$ cat src/rtl/operand_issue.sv
// Operand issue stage: register file, per-register pending scoreboard and a registered
// operand hand-off to the ALU. Define OPERAND_ISSUE_WB_BYPASS_EN to forward writeback data.
module operand_issue #(
   parameter int DATA_WIDTH = 32,
   parameter int ADDR_WIDTH = 5
) (
   input  logic                  clk,
   input  logic                  rst_n,
   input  logic                  in_valid,
   output logic                  in_ready,
   input  logic [ADDR_WIDTH-1:0] in_rs1,
   input  logic [ADDR_WIDTH-1:0] in_rs2,
   input  logic [ADDR_WIDTH-1:0] in_rd,
   input  logic [DATA_WIDTH-1:0] in_imm,
   input  logic                  in_use_imm,
   input  logic [2:0]            in_aluctrl,
   input  logic                  in_wr_en,
   output logic                  out_valid,
   input  logic                  out_ready,
   output logic [DATA_WIDTH-1:0] aluop1,
   output logic [DATA_WIDTH-1:0] aluop2,
   output logic [2:0]            aluctrl,
   output logic [ADDR_WIDTH-1:0] out_rd,
   output logic                  out_wr_en,
   input  logic                  wb_en,
   input  logic [ADDR_WIDTH-1:0] wb_addr,
   input  logic [DATA_WIDTH-1:0] wb_data
);
   localparam int NREG = 2 ** ADDR_WIDTH;

   logic [DATA_WIDTH-1:0] rf_reg [NREG];
   logic [NREG-1:0]       pending_reg;
   logic [NREG-1:0]       pending_next;

   logic                  out_valid_reg;
   logic [DATA_WIDTH-1:0] aluop1_reg;
   logic [DATA_WIDTH-1:0] aluop2_reg;
   logic [2:0]            aluctrl_reg;
   logic [ADDR_WIDTH-1:0] out_rd_reg;
   logic                  out_wr_en_reg;

   logic                  wb_hit;
   logic                  rs1_byp;
   logic                  rs2_byp;
   logic                  rs1_busy;
   logic                  rs2_busy;
   logic                  hazard;
   logic                  accept;
   logic [DATA_WIDTH-1:0] rs1_val;
   logic [DATA_WIDTH-1:0] rs2_val;
   logic [DATA_WIDTH-1:0] op2_val;

   assign wb_hit = wb_en && (wb_addr != '0);

`ifdef OPERAND_ISSUE_WB_BYPASS_EN
   assign rs1_byp = wb_hit && (wb_addr == in_rs1);
   assign rs2_byp = wb_hit && (wb_addr == in_rs2);
`else
   assign rs1_byp = 1'b0;
   assign rs2_byp = 1'b0;
`endif

   // A source is blocked while its register is still owed a writeback.
   assign rs1_busy = pending_reg[in_rs1] && !rs1_byp;
   assign rs2_busy = pending_reg[in_rs2] && !rs2_byp && !in_use_imm;
   assign hazard   = in_valid && (rs1_busy || rs2_busy);
   assign in_ready = (!out_valid_reg || out_ready) && !hazard;
   assign accept   = in_valid && in_ready;

   assign rs1_val = rs1_byp ? wb_data : rf_reg[in_rs1];
   assign rs2_val = rs2_byp ? wb_data : rf_reg[in_rs2];
   assign op2_val = in_use_imm ? in_imm : rs2_val;

   // Per-register scoreboard update; a new claim beats a same-cycle writeback.
   genvar gi;
   generate
      for (gi = 0; gi < NREG; gi++) begin : g_pend
         if (gi == 0) begin : g_zero
            assign pending_next[gi] = 1'b0;
         end else begin : g_bit
            logic set_bit;
            logic clr_bit;
            assign set_bit = accept && in_wr_en && (in_rd == ADDR_WIDTH'(gi));
            assign clr_bit = wb_en && (wb_addr == ADDR_WIDTH'(gi));
            assign pending_next[gi] = set_bit || (pending_reg[gi] && !clr_bit);
         end
      end
   endgenerate

   always_ff @(posedge clk or negedge rst_n) begin
      if (!rst_n) begin
         for (int i = 0; i < NREG; i++) rf_reg[i] <= '0;
      end else if (wb_hit) begin
         rf_reg[wb_addr] <= wb_data;
      end
   end

   always_ff @(posedge clk or negedge rst_n) begin
      if (!rst_n) begin
         pending_reg <= '0;
      end else begin
         pending_reg <= pending_next;
      end
   end

   // Output stage holds everything while the ALU stalls.
   always_ff @(posedge clk or negedge rst_n) begin
      if (!rst_n) begin
         out_valid_reg <= 1'b0;
         aluop1_reg    <= '0;
         aluop2_reg    <= '0;
         aluctrl_reg   <= '0;
         out_rd_reg    <= '0;
         out_wr_en_reg <= 1'b0;
      end else if (accept) begin
         out_valid_reg <= 1'b1;
         aluop1_reg    <= rs1_val;
         aluop2_reg    <= op2_val;
         aluctrl_reg   <= in_aluctrl;
         out_rd_reg    <= in_rd;
         out_wr_en_reg <= in_wr_en;
      end else if (out_ready) begin
         out_valid_reg <= 1'b0;
      end
   end

   assign out_valid = out_valid_reg;
   assign aluop1    = aluop1_reg;
   assign aluop2    = aluop2_reg;
   assign aluctrl   = aluctrl_reg;
   assign out_rd    = out_rd_reg;
   assign out_wr_en = out_wr_en_reg;
endmodule
$ cat config.mk
export PLATFORM = sky130hd
export DESIGN_NAME = operand_issue
export DESIGN_NICKNAME = d
export VERILOG_FILES = /design/src/rtl/operand_issue.sv
export SDC_FILE = /design/constraint.sdc
export NUM_CORES = 2
export LEC_CHECK = 0
export CORE_MARGIN = 8
export CORE_UTILIZATION = 40
export DETAILED_ROUTE_END_ITERATION = 16
export PLACE_DENSITY = 0.59
export SLEW_MARGIN = 20
export SYNTH_ARGS = -nofsm -noshare
export SYNTH_HDL_FRONTEND = slang
export SYNTH_SLANG_ARGS = --single-unit
$ cat constraint.sdc
create_clock -name clk -period 3.6 [get_ports clk]
set_input_delay 0.72 -clock clk [delete_from_list [all_inputs] [get_ports clk]]
set_output_delay 0.72 -clock clk [all_outputs]
set_load 0.01 [all_outputs]
==> impl_metrics.yaml <==
outcome:
  status: "complete, no violations"
placement:
  gp_congestion: 0.814
  port_buffers: 168
  dp_hpwl_microns: 107000
timing:
  final-setup-viol-count: 0
  final-hold-violation-count: 0
  min_period_ns: 3.51
  finalClockSkew_ns: 0.0253
  setup_tns_ns: 0
  final_max_slew_viol_count: 0
  relSlewSlack_pct: 23.8
  holdWs_ns: 0.390
  period_share_pct: 97.6
  fmax_ghz: 0.285
  rsz0062_at_grt: "true"
  tightest_slew_ns: 1.14
logic_synthesis:
  synthFlopType: "dfrtp_1"
  ys_seq_elements: 1129
  synth_fa_ha_area_share_pct: 0
  synth_mux_area_share_pct: 44.3
  yosysWarnings: 0
  synth-simple-area-share_pct: 1.75
  synth-compound-area-share_pct: 2.21
  synth_xor_area_share_pct: 0
  synth.largest_area_cell: "dfrtp_1"
  synth_top_area_share_pct: 48.6
  async_flop_share_pct: 100
  synth_top_family_by_area: "multiplexers"
  synth_nets: 3751
  syn_area_sq_um: 58200
  ys_seq_area_share_pct: 48.6
  yosysUniqueCellTypes: 41
  synth-edff-count: 0
  syn_inst: 3657
  synth_area_leaders: "dfrtp_1 49%, mux4_2 23%, mux2_2 20%"
  syn_avg_cell_area_sq_um: 15.9
clock_network:
  cts.sinks: 1129
  cts_max_path_buffers: 3
  cts_tree: "done"
  htreeDepth: 4
  cts_made_buffers: 131
  clock_latency_ns: 0.77
  clk_pin_slew_worst_paths_ns: 0.05
  cts-root-buf: "clkbuf_16"
grt:
  met1_usage_pct: 30.9
  grt_pass1_wl_microns: 264000
  track_usage_pct: 22.5
  antenna_found_initial: 8
  grt_pass1_vias: 37200
  use_met3_pct: 4.36
  grt_max_degree: 108
  grt.busiest_layer: "met2"
  gr-usage-met2_pct: 36.1
  grt_overflow: 0
setup_path:
  ff2ff_setup_slack_ns: 0.57
  worstPathMaxFanout: 7
  max_stage_delay_ns: 0.45
  worstPathRequired_ns: 2.88
  crit_buf_inv: 4
  end_kind: "output pin"
  crit_arrival_ns: 2.79
  startpoint_type: "input pin"
  cp_common_cell: "buf_4"
  cp_slowest_cell: "clkdlybuf4s50_1"
  cpLargestDelayFamily: "buffers and inverters"
  path_class: "in2out"
  path_cells: "clkdlybuf4s50_1 -> buf_4 -> buf_4 -> mux2i_1 -> a221oi_1 -> o2bb2ai_1 -> a22o_1 -> or3_4 -> a21oi_2 -> buf_2"
power:
  p_per_area_nw_per_um2: 573
  switching_share_pct: 26.6
  switchingPower_uw: 10300
  internal_power_uw: 28400
  pwr-share-clk_pct: 35.0
  p_leak_uw: 0.0287
  p_seq_share_pct: 44.1
  combPwrFrac_pct: 20.9
  p_total_uw: 38700
  peakVddDrop_uv: 452
run:
  max_cap_violations: 0
routing:
  drc: 0
  vias: 35300
  avgViaCountPerCell: 6.14
  drt-wirelength-per-cell_microns: 30.7
  dr.pass1.iters: 5
  antenna_left: 0
  drt-initial-drc-count: 2788
  totalWireLength_microns: 177000
finish:
  final_layout_size_suffix_gt1_share_pct: 55.5
  final_util_pct: 46.6
  nets: 3830
  mostFrequentLayoutCell: "dfrtp_1"
  multiInputGateArea_sq_um: 28400
  final_cell_mix: "1129 x dfrtp_1, 1046 x mux2_2, 588 x mux4_2"
  area_growth_pct: 16.2
  largest_register_ffs: 1024
  fillers: 12600
  seq_area_sq_um: 28300
floorplan:
  initial_utilization_pct: 40.1
  core-area_sq_um: 145000
  die_y_microns: 397
  dieArea_sq_um: 158000
  die_w_microns: 397
  placementRows: 140
  num_io_pins: 169
min_path:
  hold_class: "reg2reg"
layout make-up:
class	instances	share of cell area, %
repair buffers	361	6.13
flip-flops and latches	1129	41.8
inverters	4	0.0296
multi-input cells	2109	42.0
diodes	1	0.00370
well taps	1917	3.55
clock inverters	48	0.735
clock buffers	185	5.75
through the flow:
step	setup slack [ns]	cells	cell area [sq um]
after detailed placement	-0.343	5514	63200
after floorplan	0.241	3657	58200
after CTS	0.00103	5752	67600
final	0.0867	5754	67600
after global routing	-0.0501	5754	67600
after global placement	-0.368	5514	63200
metal layers:
layer / routed length (microns) / up-vias
li1: - / 14400
met1: 75300 / 19400
met2: 85100 / 1168
met3: 10300 / 306
met4: 5830 / 8
met5: 43 / -
worst paths after layout:
path	startpoint	end	depth (start not counted)
setup / recovery	in_rs2[2]	in_ready	10
hold / removal	rf_reg[1000]	rf_reg[1000]	0
setup reg to reg	pending_reg[31]	aluop2[20]	10
hold reg to reg	rf_reg[1000]	rf_reg[1000]	0
max in group asynchronous	rst_n	aluop1[14]	4
min in group asynchronous	rst_n	aluctrl[2]	2
cells in the mapped netlist (all sizes together) (2+ instances only):
| cell type | number |
|---|---|
| a221oi | 2 |
| and2 | 2 |
| and3 | 3 |
| buf | 167 |
| clkbuf | 248 |
| dfrtp | 1129 |
| inv | 3 |
| mux2 | 1099 |
| mux2i | 8 |
| mux4 | 588 |
| nand2 | 67 |
| nand3 | 39 |
| nand3b | 4 |
| nor2 | 25 |
| nor2b | 10 |
| nor3b | 4 |
| o21ai | 80 |
| o22ai | 128 |
| or2 | 2 |
| or3 | 3 |
| or4 | 32 |
cell families (layout without fill, tap and decap cells):
group	after synthesis	after routing
AND/OR/NAND/NOR	196	196
buffers and inverters	419	598
multiplexers	1695	1695
flip-flops	1129	1129
other	0	1
AO/OA/AOI/OAI	218	218
worst register-to-register path: cells and delay by family, from the launching register on:
family / cells / cell delay, ns
compound gates: 1 / 0.12
buf+inv: 4 / 0.76
flops: 1 / 0.43
mux: 3 / 1.14
simple gates: 2 / 0.45
what timing repair did:
item | CTS | global route
hold buffers | 1 | 0
cloned | 0 | 0
hold endpoints to repair | 43 | 0
resized for setup | 10 | 0
pin swaps | 3 | 3
setup endpoints to repair | 1 | 1
setup buffers | 4 | 1
power groups by stage:
stage	clock, uW	sequential, uW	combinational [uW]
6_report	13600	17100	8090
3_3_place_gp	0	17200	8020
4_1_cts	13900	17000	8210
5_1_grt	14400	17400	8660
2_1_floorplan	0	16700	5670
3_5_place_dp	0	17200	8160
(Power assumes the default switching activity.)
